==> config.mk <==
export PLATFORM = sky130hd
export DESIGN_NAME = i2s_tile_mask
export DESIGN_NICKNAME = d
export VERILOG_FILES = /design/src/rtl/i2s_led_pkg.sv /design/src/rtl/i2s_oe_timer.sv /design/src/rtl/i2s_tile_mask.sv
export SDC_FILE = /design/constraint.sdc
export NUM_CORES = 1
export LEC_CHECK = 0
export CAP_MARGIN = 20
export CORE_AREA = 2 2 114 116
export CTS_CLUSTER_DIAMETER = 150
export DETAILED_ROUTE_END_ITERATION = 12
export DIE_AREA = 0 0 116 118
export PLACE_DENSITY = 0.8
export SLEW_MARGIN = 0
export SYNTH_ARGS = -nofsm -noshare
export SYNTH_HDL_FRONTEND = slang
export SYNTH_SLANG_ARGS = --single-unit
==> constraint.sdc <==
create_clock -name i2s_clk -period 4.9 [get_ports i2s_clk]
set_clock_uncertainty 0.05 [all_clocks]
set_input_delay 0.98 -clock i2s_clk [delete_from_list [all_inputs] [get_ports i2s_clk]]
set_output_delay 0.98 -clock i2s_clk [all_outputs]
set_load 0.02 [all_outputs]
==> src/rtl/i2s_led_pkg.sv <==
// Shared definitions for the I2S LED tile stream blocks: FSM state codes,
// header field layout and header width derivation.
package i2s_led_pkg;

  typedef logic [0:0] state_t;
  localparam state_t ST_HDR  = 1'b0;
  localparam state_t ST_DATA = 1'b1;

  localparam int BRI_W = 8;

  // Header layout, MSB first: num_x_m1, num_y_m1, brightness, row.
  function automatic int hdr_w_f(input int addr_w, input int row_w);
    return 2 * addr_w + BRI_W + row_w;
  endfunction

  function automatic int bri_lsb_f(input int row_w);
    return row_w;
  endfunction

  function automatic int ny_lsb_f(input int row_w);
    return row_w + BRI_W;
  endfunction

  function automatic int nx_lsb_f(input int addr_w, input int row_w);
    return row_w + BRI_W + addr_w;
  endfunction

endpackage

==> src/rtl/i2s_oe_timer.sv <==
// Loadable 8-bit down-counter; the active-low output enable is asserted
// while the count is nonzero. A load while counting restarts the count.
module i2s_oe_timer
  import i2s_led_pkg::*;
(
  input  logic             i2s_clk,
  input  logic             rst_n,
  input  logic             load,
  input  logic [BRI_W-1:0] load_val,
  output logic             led_oe
);

  logic [7:0] cnt_r;
  logic [7:0] cnt_nxt_s;
  logic       oe_r;

  // Next count: a load wins over the decrement; the count rests at zero.
  always_comb begin
    cnt_nxt_s = cnt_r;
    if (load) begin
      cnt_nxt_s = load_val;
    end else if (cnt_r != 8'd0) begin
      cnt_nxt_s = cnt_r - 8'd1;
    end else begin
      cnt_nxt_s = cnt_r;
    end
  end

  // Count register and registered enable, so led_oe drops with the load edge.
  always_ff @(posedge i2s_clk or negedge rst_n) begin
    if (!rst_n) begin
      cnt_r <= 8'd0;
      oe_r  <= 1'b1;
    end else begin
      cnt_r <= cnt_nxt_s;
      oe_r  <= (cnt_nxt_s == 8'd0);
    end
  end

  assign led_oe = oe_r;

endmodule

==> src/rtl/i2s_tile_mask.sv <==
// Extracts this tile's bit segments from a headered I2S frame, forwards them
// to the LED chain with a gated clock, and latches/times the panel output.
module i2s_tile_mask
  import i2s_led_pkg::*;
#(
  parameter int ADDR_W    = 4,
  parameter int ROW_W     = 6,
  parameter int LANES     = 1,
  parameter int TILE_BITS = 4,
  parameter int TILE_SEGS = 4,
  parameter int CNT_W     = 16
) (
  input  logic              i2s_clk,
  input  logic              rst_n,
  input  logic              i2s_ws,
  input  logic [LANES-1:0]  i2s_data,
  input  logic [ADDR_W-1:0] addr_x,
  input  logic [ADDR_W-1:0] addr_y,
  output logic [ROW_W-1:0]  row_num,
  output logic [LANES-1:0]  led_data,
  output logic              led_clk,
  output logic              led_lat,
  output logic              led_oe,
  output logic              frame_err
);

  localparam int HDR_W  = hdr_w_f(ADDR_W, ROW_W);
  localparam int NX_LSB = nx_lsb_f(ADDR_W, ROW_W);
  localparam int NY_LSB = ny_lsb_f(ROW_W);
  localparam int BR_LSB = bri_lsb_f(ROW_W);
  localparam int SEG_W  = $clog2(TILE_SEGS + 1);
  localparam int OFF_W  = $clog2(TILE_BITS + 1);

  localparam logic [CNT_W-1:0] CNT_ZERO = {CNT_W{1'b0}};
  localparam logic [CNT_W-1:0] CNT_ONE  = {{(CNT_W-1){1'b0}}, 1'b1};
  localparam logic [SEG_W-1:0] SEG_ONE  = {{(SEG_W-1){1'b0}}, 1'b1};
  localparam logic [OFF_W-1:0] OFF_ONE  = {{(OFF_W-1){1'b0}}, 1'b1};

  state_t             state_r;
  logic [CNT_W-1:0]   bit_cnt_r;
  logic [HDR_W-2:0]   hdr_sr_r;
  logic [CNT_W-1:0]   total_r;
  logic [CNT_W-1:0]   seg_base_r;
  logic [CNT_W-1:0]   stride_r;
  logic [SEG_W-1:0]   seg_cnt_r;
  logic [OFF_W-1:0]   off_cnt_r;
  logic               in_range_r;
  logic [BRI_W-1:0]   bri_r;
  logic [ROW_W-1:0]   row_hdr_r;
  logic [ROW_W-1:0]   row_num_r;
  logic [LANES-1:0]   led_data_r;
  logic               led_clk_en_r;
  logic               led_lat_r;
  logic               frame_err_r;

  // Header as it stands including the bit being sampled now (lane 0 only).
  logic [HDR_W-1:0]   hdr_full_s;
  logic [ADDR_W-1:0]  nx_s;
  logic [ADDR_W-1:0]  ny_s;
  logic [CNT_W-1:0]   nx1_s;
  logic [CNT_W-1:0]   ny1_s;
  logic [CNT_W-1:0]   total_s;
  logic [CNT_W-1:0]   first_s;
  logic [CNT_W-1:0]   stride_s;
  logic               in_range_s;

  assign hdr_full_s = {hdr_sr_r, i2s_data[0]};
  assign nx_s       = hdr_full_s[NX_LSB +: ADDR_W];
  assign ny_s       = hdr_full_s[NY_LSB +: ADDR_W];
  assign nx1_s      = CNT_W'(nx_s) + CNT_ONE;
  assign ny1_s      = CNT_W'(ny_s) + CNT_ONE;
  assign total_s    = CNT_W'(TILE_BITS * TILE_SEGS) * nx1_s * ny1_s;
  assign first_s    = CNT_W'(TILE_BITS) *
                      (CNT_W'(addr_y) * nx1_s * CNT_W'(TILE_SEGS) + CNT_W'(addr_x));
  assign stride_s   = CNT_W'(TILE_BITS) * nx1_s;
  assign in_range_s = (addr_x <= nx_s) && (addr_y <= ny_s);

  logic err_s;
  logic hdr_take_s;
  logic hdr_last_s;
  logic data_last_s;
  logic sel_s;

  // Per-bit decode: misplaced ws, header progress, last data bit, tile select.
  always_comb begin
    err_s       = 1'b0;
    hdr_take_s  = 1'b0;
    hdr_last_s  = 1'b0;
    data_last_s = 1'b0;
    sel_s       = 1'b0;
    case (state_r)
      ST_HDR: begin
        err_s      = i2s_ws && (bit_cnt_r != CNT_ZERO);
        // Bit 0 is only accepted with ws, so an idle line never starts a frame.
        hdr_take_s = i2s_ws || (bit_cnt_r != CNT_ZERO);
        hdr_last_s = hdr_take_s && !err_s && (bit_cnt_r == CNT_W'(HDR_W - 1));
      end
      ST_DATA: begin
        err_s       = i2s_ws;
        data_last_s = !i2s_ws && (bit_cnt_r == total_r - CNT_ONE);
        // Segments are consumed in order, so one compare against the running
        // segment base suffices: bits before it are skipped, bits from it on
        // are taken until TILE_BITS have gone by.
        sel_s       = !i2s_ws && in_range_r && (seg_cnt_r < SEG_W'(TILE_SEGS)) &&
                      (bit_cnt_r >= seg_base_r);
      end
      default: begin
        err_s = 1'b0;
      end
    endcase
  end

  // Frame FSM, bit counter, header capture and segment walker.
  always_ff @(posedge i2s_clk or negedge rst_n) begin
    if (!rst_n) begin
      state_r    <= ST_HDR;
      bit_cnt_r  <= CNT_ZERO;
      hdr_sr_r   <= {(HDR_W-1){1'b0}};
      total_r    <= CNT_ZERO;
      seg_base_r <= CNT_ZERO;
      stride_r   <= CNT_ZERO;
      seg_cnt_r  <= {SEG_W{1'b0}};
      off_cnt_r  <= {OFF_W{1'b0}};
      in_range_r <= 1'b0;
      bri_r      <= {BRI_W{1'b0}};
      row_hdr_r  <= {ROW_W{1'b0}};
    end else begin
      case (state_r)
        ST_HDR: begin
          if (err_s) begin
            hdr_sr_r  <= {hdr_sr_r[HDR_W-3:0], i2s_data[0]};
            bit_cnt_r <= CNT_ONE;
          end else if (hdr_last_s) begin
            total_r    <= total_s;
            seg_base_r <= first_s;
            stride_r   <= stride_s;
            in_range_r <= in_range_s;
            bri_r      <= hdr_full_s[BR_LSB +: BRI_W];
            row_hdr_r  <= hdr_full_s[ROW_W-1:0];
            seg_cnt_r  <= {SEG_W{1'b0}};
            off_cnt_r  <= {OFF_W{1'b0}};
            bit_cnt_r  <= CNT_ZERO;
            state_r    <= ST_DATA;
          end else if (hdr_take_s) begin
            hdr_sr_r  <= {hdr_sr_r[HDR_W-3:0], i2s_data[0]};
            bit_cnt_r <= bit_cnt_r + CNT_ONE;
          end
        end
        ST_DATA: begin
          if (err_s) begin
            // The offending bit is the first header bit of a new frame.
            hdr_sr_r  <= {hdr_sr_r[HDR_W-3:0], i2s_data[0]};
            bit_cnt_r <= CNT_ONE;
            state_r   <= ST_HDR;
          end else if (data_last_s) begin
            bit_cnt_r <= CNT_ZERO;
            state_r   <= ST_HDR;
          end else begin
            bit_cnt_r <= bit_cnt_r + CNT_ONE;
          end
          if (sel_s) begin
            if (off_cnt_r == OFF_W'(TILE_BITS - 1)) begin
              off_cnt_r  <= {OFF_W{1'b0}};
              seg_base_r <= seg_base_r + stride_r;
              seg_cnt_r  <= seg_cnt_r + SEG_ONE;
            end else begin
              off_cnt_r <= off_cnt_r + OFF_ONE;
            end
          end
        end
        default: begin
          state_r   <= ST_HDR;
          bit_cnt_r <= CNT_ZERO;
        end
      endcase
    end
  end

  // Registered outputs: LED data/clock enable, latch strobe, row, error pulse.
  always_ff @(posedge i2s_clk or negedge rst_n) begin
    if (!rst_n) begin
      led_data_r   <= {LANES{1'b0}};
      led_clk_en_r <= 1'b0;
      led_lat_r    <= 1'b0;
      row_num_r    <= {ROW_W{1'b0}};
      frame_err_r  <= 1'b0;
    end else begin
      led_clk_en_r <= sel_s;
      led_lat_r    <= data_last_s;
      frame_err_r  <= err_s;
      if (sel_s) begin
        led_data_r <= i2s_data;
      end
      if (data_last_s) begin
        row_num_r <= row_hdr_r;
      end
    end
  end

  i2s_oe_timer u_oe_timer (
    .i2s_clk  (i2s_clk),
    .rst_n    (rst_n),
    .load     (data_last_s),
    .load_val (bri_r),
    .led_oe   (led_oe)
  );

  // Enable only changes just after the rising edge, so the gated clock
  // pulses cleanly in the low phase of the sampling cycle.
  assign led_clk   = ~i2s_clk & led_clk_en_r;
  assign led_data  = led_data_r;
  assign led_lat   = led_lat_r;
  assign row_num   = row_num_r;
  assign frame_err = frame_err_r;

endmodule

==> flow_summary.ini <==
[synthesis]
synth_warnings = 0
synthTopCellsByArea = dfrtp_1, ha_1, nand2_1, fa_1, mux2_2
synth-edff-count = 0
ys_seq_elements = 107
synth_most_common_cell = dfrtp_1
ys.flop_type = dfrtp_1
syn_area_sq_um = 7701
ys_seq_area_share_pct = 34.78
netlist.area_leader.share_pct = 34.44
synth.largest_area_cell = dfrtp_1
synth_commonest_cells = dfrtp_1, nand2_1, ha_1
syn_inst = 839
syn_nets = 940
synthArstFlopShare_pct = 100.0
synth_area_per_cell_sq_um = 9.179
synth.distinct_cells = 67

[floorplan]
coreArea_sq_um = 12410
rows = 41
start_util_pct = 62.03
io_pins = 23
dieArea_sq_um = 13690
die_h_microns = 118
die_x_microns = 116

[layout]
final_cells = 1035
fin_nets = 959
multi_input_area_sq_um = 4627
num-fill-cells = 933
seqCellArea_sq_um = 2679
drive_gt1_share_pct = 9.154
antennaDiodeCount = 0
final_area_sq_um = 8524
area_growth_pct = 10.69

[setup_path]
crit_path_end_kind = flop
crit_top_cell = or4_1
max_stage_delay_ns = 0.67
arrival_ns = 4.85
crit_slowest_cell = or4b_2
path_buf_inv = 2
start_kind = flop
worst-path-max-fanout = 19
required_ns = 5.24
crit_chain = or4_1 > or3_1 > or4b_2 > inv_1 > ha_1 > nand4_1 > or4_1 > o311ai_2 > o221a_2 > buf_4 > o211ai_1 > o21ai_1
cp_top_family = simple AND/OR/NAND/NOR gates
r2r_slack_ns = 0.39
worstSetupPathType = reg2reg

[sta]
finalSetupViolations = 0
period_minus_slack_ns = 4.507
tns_ns = 0
finalCritPeriodShare_pct = 91.97
hold_viol_final = 0
max-slew-margin-rel_pct = 37.34
fmax_mhz = 221.9
drv_slew = 0
worst_pin_slew_ns = 0.9399
setup_ws_ns = 0.3935
rsz0062_at_grt = false

[clock_tree]
clock_latency_ns = 0.48
cts_resized = 0
clk_pin_slew_ns = 0.08
post_cts_buffers = 0
cts_tree = done
hold_buffers = 0

[place]
placed_cells = 1015
placement.cell_area_sq_um = 8122
gp_congestion = 0.9334
hpwl_microns = 12690
preCtsSetupSlack_ns = 0.03996
portBuffers = 22

[job]
drv_cap = 0

[power_and_ir_drop]
p_leak_nw = 4.159
powerDensity_nw_per_um2 = 499.1
ir_worst_vdd_mv = 0.5975

[detailed_routing]
drt_iter0_markers = 481
num_vias = 6220
routed_via_density = 6.010
ant_nets = 0
routed_wl_microns = 17250
dr.pass1.iters = 5
wl_per_cell_microns = 16.66
drc = 0

[worst_hold_path]
min-delay-path-class = in2async

[grt]
grt_pass1_vias = 6165
grt_util_all_layers_pct = 26.79
grt_first_pass_wirelength_microns = 28810
antenna_found_initial = 0
grt_max_degree = 79
grt-ovfl-total = 0

[status]
status = completed
## sequential cells by signal (all words and copies together) (netlist names), 6 cells and up
signal            count
row_hdr_r             6
hdr_sr_r             21
total_r              10
u_oe_timer.cnt_r      8
seg_base_r           14
bri_r                 8
row_num               6
bit_cnt_r            16
## power by group
part           total, mW  switching, mW  internal (mW)
Clock              0.856          0.388          0.468
Sequential          1.10          0.113          0.991
Combinational       2.30           1.29           1.01
Total               4.25           1.79           2.47
## logic make-up (layout without fill, tap and decap cells)
logic type | Yosys count | count (layout) | synth area share, %
buf+inv | 101 | 125 | 5.134
mux | 37 | 37 | 5.329
xor+xnor | 52 | 52 | 5.914
flops | 107 | 107 | 34.78
fa+ha+maj | 89 | 89 | 16.12
simple gates | 306 | 306 | 20.37
compound gates | 147 | 147 | 12.35
## routing by layer
| layer | global-route usage (%) | vias to the layer above | part of all wire, % |
|---|---|---|---|
| met1 | 34.30 | 3015 | 42 |
| li1 | - | 2966 | - |
| met5 | 0 | - | 0 |
| met3 | 4.531 | 48 | 5.0 |
| met4 | 12.80 | 0 | 3.2 |
| met2 | 43.90 | 191 | 49 |
## worst paths after layout
check                      cells past startpoint                      from                        end
setup / recovery                              12  bit_cnt_r[5]$_DFFE_PN0P_  seg_base_r[6]$_DFFE_PN0P_
hold / removal                                 1                     rst_n     led_clk_en_r$_DFF_PN0_
setup reg to reg                              12  bit_cnt_r[5]$_DFFE_PN0P_  seg_base_r[6]$_DFFE_PN0P_
hold reg to reg                                2  row_hdr_r[0]$_DFFE_PN0P_   row_hdr_r[0]$_DFFE_PN0P_
max in group asynchronous                      3                     rst_n   hdr_sr_r[10]$_DFFE_PN0P_
min in group i2s_clk                           2  row_hdr_r[0]$_DFFE_PN0P_   row_hdr_r[0]$_DFFE_PN0P_
## per-stage QoR
stage               util [%]  hold WS (ns)  power [mW]
floorplan                  -        0.3848       2.834
global placement       65.42        0.3979       3.261
detailed placement     65.42        0.4130       3.385
CTS                    68.44        0.4337       4.263
global route           68.67        0.3030       4.641
finish                 68.67        0.2972       4.254
## cell usage in the layout (no fill, tap or decap), types with 8 or more instances in the layout
master           count
a211oi_1             8
a21oi_1             32
and2_1              14
and3_1              21
buf_4               20
clkbuf_16           12
clkdlybuf4s50_1     21
dfrtp_1            106
fa_1                17
ha_1                72
inv_1               64
mux2_1               8
mux2_2              24
nand2_1             95
nand2b_1            15
nand3_1             19
nand4_1              9
nor2_1              55
nor2b_1             13
nor3_1              15
nor4_1               8
o21ai_0             42
xnor2_1             27
xor2_1              25
## area by class of cell
cell class,instances,share of cell area [%]
Multi-Input combinational cell,631,54.28
Sequential cell,107,31.43
Inverter,64,2.818
Clock inverter,7,0.8807
Timing Repair Buffer,41,4.433
Tap cell,172,2.525
Clock buffer,13,3.640
(Power assumes the default switching activity.)
